==> config.mk <==
export PLATFORM = sky130hd
export DESIGN_NAME = shiftrows_gather
export DESIGN_NICKNAME = d
export VERILOG_FILES = /design/src/rtl/shiftrows_gather.sv
export SDC_FILE = /design/constraint.sdc
export NUM_CORES = 1
export LEC_CHECK = 0
export BUFFER_PORTS_ARGS = -buffer_cell sky130_fd_sc_hd__clkbuf_2
export CAP_MARGIN = 20
export CORE_MARGIN = 1.5
export CORE_UTILIZATION = 55
export DETAILED_ROUTE_END_ITERATION = 16
export HOLD_SLACK_MARGIN = 0.1
export PLACE_DENSITY_LB_ADDON = 0.12
export SETUP_SLACK_MARGIN = 0.5
export SKIP_LAST_GASP = 1
export SLEW_MARGIN = 10
export SYNTH_ARGS = -nofsm -noshare
export SYNTH_HDL_FRONTEND = slang
export SYNTH_SLANG_ARGS = --single-unit
==> constraint.sdc <==
create_clock -name clk -period 2.8 [get_ports clk]
set_clock_uncertainty 0.1 [all_clocks]
set_input_delay 0.56 -clock clk [delete_from_list [all_inputs] [get_ports clk]]
set_output_delay 0.56 -clock clk [all_outputs]
set_load 0.05 [all_outputs]
==> src/rtl/shiftrows_gather.sv <==
// shiftrows_gather: collects four AES state columns and presents them ShiftRows-permuted (or unshifted when round 0)
module shiftrows_gather (
  input  logic         clk,
  input  logic         rst_n,
  input  logic [31:0]  col_in,
  input  logic         col_valid,
  output logic         col_ready,
  input  logic [3:0]   Round,
  output logic [127:0] state_out,
  output logic         state_valid,
  input  logic         state_ready,
  output logic [1:0]   col_idx
);
  typedef enum logic {COLLECT, FULL} state_t;
  state_t state;
  logic [3:0][31:0] cols;
  logic [3:0] round_q;
  logic accept;
  logic shift;
  assign accept = col_valid && col_ready;
  assign shift = |round_q;
  // Column gathering FSM; round number is captured with column 0 only
  always_ff @(posedge clk) begin
    if (!rst_n) begin
      state       <= COLLECT;
      col_idx     <= 2'd0;
      cols        <= '0;
      round_q     <= 4'd0;
      col_ready   <= 1'b1;
      state_valid <= 1'b0;
    end else if (state == COLLECT) begin
      if (accept) begin
        cols[col_idx] <= col_in;
        col_idx       <= col_idx + 2'd1;
        if (col_idx == 2'd0) round_q <= Round;
        if (col_idx == 2'd3) begin
          state       <= FULL;
          col_ready   <= 1'b0;
          state_valid <= 1'b1;
        end
      end
    end else if (state_ready) begin
      state       <= COLLECT;
      col_ready   <= 1'b1;
      state_valid <= 1'b0;
    end
  end
  // Output byte (row r, column c) comes from buffered column c+r when shifting, else column c
  for (genvar c = 0; c < 4; c++) begin : g_col
    for (genvar r = 0; r < 4; r++) begin : g_row
      assign state_out[127-32*c-8*r -: 8] = shift ? cols[(c+r)%4][31-8*r -: 8] : cols[c][31-8*r -: 8];
    end
  end
endmodule

==> results.ini <==
[clocking]
clock_latency_ns=0.41
cts_root_buf=clkbuf_16
cts_buffers=17
htreeDepth=4
clock-sinks=137
clockBufferDepth=2
clk_pin_slew_worst_paths_ns=0.06
tritoncts=done
holdBufCountCts=0

[power_and_ir_drop]
power_frac_seq=0.348
switchingPower_mw=1.83
p_leak_nw=4.81
peakVddDrop_v=0.000482
combPwrFrac=0.289
p_int_mw=4.24
power_frac_clock=0.362
power_density_nw_per_um2=664
p_sw_frac=0.301

[die]
initial_utilization=0.563
die_x_um=111
rows=39
io_pins=172
die_h_um=111
core_um2=11400
die_area_um2=12400

[placed_design]
dpl-instance-area_um2=7160
dpl.cell_count=886
portBuffers=171
gp_congestion=0.793
hpwl_um=9740

[timing]
worstMarginPinSlew_ns=0.508
finalSetupTns_ns=0
finalCritPeriodShare=0.974
fmax_mhz=367
grt_setup_unrepaired=true
min_period_ns=2.73
drv_slew=0
slew_headroom=0.661
hold_violations=0
finalSetupViolCount=0

[setup_path]
rr_startpoint=col_idx[0]
reg2regPathDepth=5
reg2reg_slack_ns=1.07
cp-end-kind=output pin
crit_fanout=5
worst_ep_required_time_ns=2.14
r2r_end=cols[2]
cp_data_arrival_time_ns=2.07
crit_type=register to output pin
cp-start-kind=register

[final_layout]
fill_cells=664
area_growth_pct=42.1
final_cell_mix=nand2_1 (171), dfxtp_1 (135), mux2i_1 (134)
drive_above_1_share=0.413
multi_input_area_um2=3500
fin_cells=937
fin_util=0.801
seqCellArea_um2=2750
antenna_cells=0
final_area_um2=9140
fin_nets=825
layout_commonest_cell=nand2_1

[synth]
yosysTopAreaCellShare=0.426
synthTopCellsByArea=dfxtp_1 (43%), mux2i_1 (21%), nand2_1 (10%)
seq_area_frac_synth=0.426
ys_ff_latch=137
syn_area_um2=6430
syn_avg_cell_area_um2=10.1
synth_nets=678
syn_inst=634
synth_top_area_cell=dfxtp_1
yosys_warnings=0
yosys.cell_types.count=19

[global_route]
grt_max_degree=66
grt_usage=0.265
antenna_found_initial=0
grt_pass1_vias=5139
gr-total-overflow=0
grt_pass1_wl_um=26200

[routing]
initialDrtViolationCount=229
vias=5175
ant_nets=0
viasPerCell=5.52
wl_per_cell_um=19.6
drc=0
dr.pass1.iters=4
routed_wl_um=18300

[flow_run]
maxCapViolations=0

[worst_hold_path]
hold_path_depth=3
hold_start=Round[2]
hp-class=input pin to register
min_to=round_q[2]

[run_status]
status=finished, final reports clean

[final cells by class]
type | count | area share
Timing Repair Buffer | 204 | 0.233
Clock buffer | 24 | 0.0538
Multi-Input combinational cell | 419 | 0.383
Sequential cell | 137 | 0.300
Inverter | 2 | 0.000821
Clock inverter | 8 | 0.0101
Tap cell | 143 | 0.0196
[synth_stat cells (all sizes together)]
cell type and instances:
buf 56, nand4b 4, dfxtp 137, and4b 1
o21a 1, mux2i 134, clkbuf 20, nor4 1
a21oi 1, and3b 1, inv 2, mux2 96
nand2 171, a21boi 2, ha 4, o21ai 1
nand2b 2
[power groups by stage]
| stage | sequential (mW) | combinational, mW | clock, mW |
|---|---|---|---|
| 2_1_floorplan | 2.14 | 0.922 | 0 |
| 3_3_place_gp | 2.14 | 1.10 | 0 |
| 3_5_place_dp | 2.15 | 1.12 | 0 |
| 4_1_cts | 2.11 | 1.39 | 2.22 |
| 5_1_grt | 2.12 | 1.81 | 2.32 |
| 6_report | 2.12 | 1.76 | 2.20 |
[through the flow]
step	hold WS (ns)	setup slack, ns	power [mW]
after CTS	0.274	0.0830	5.71
final	0.285	0.0728	6.07
after global placement	0.346	0.484	3.24
after floorplan	0.339	0.572	3.06
after global routing	0.289	-0.00139	6.25
after detailed placement	0.357	0.438	3.26
[critical path: stages, from the launching register on]
cell and delay, ns:
dfxtp_2 0.33, nor4_4 0.33, buf_6 0.21, buf_12 0.15, clkbuf_16 0.16, mux2_4 0.31
buf_6 0.16
[kinds of logic (layout without fill, tap and decap cells)]
kind of cell,after synthesis,in the layout,synth area share
multiplexers,230,230,0.377
buffers and inverters,78,238,0.0708
AND/OR/NAND/NOR,180,180,0.113
flip-flops,137,137,0.426
adder cells (fa/ha/maj),4,4,0.00778
AO/OA/AOI/OAI,5,5,0.00506
[how the worst max path moves through the flow]
stage | start | end
floorplan | round_q[3] | state_out[100]
global placement | round_q[3] | state_out[38]
detailed placement | round_q[3] | state_out[70]
CTS | round_q[2] | state_out[70]
global route | round_q[3] | state_out[86]
finish | round_q[3] | state_out[86]
[timing repair]
action,4_1_cts,5_1_grt
gates resized for setup,132,254
buffers inserted,6,1
cloned,5,7
pin swaps,1,1
endpoints found under the hold margin,0,0
endpoints found under the setup margin,96,96
[sequential cells by signal (all words and copies together), names as in the netlist]
signal and flops:
state_valid 1, round_q 4, col_idx 2, state_out 32
cols 96, state 1, col_ready 1
[routing by layer]
metal,up-vias,GRT usage,routed length (um)
li1,2411,-,-
met1,2545,0.325,7470
met2,185,0.461,9580
met3,34,0.0607,823
met4,0,0.0844,479
met5,-,0,0
(Power assumes the default switching activity.)
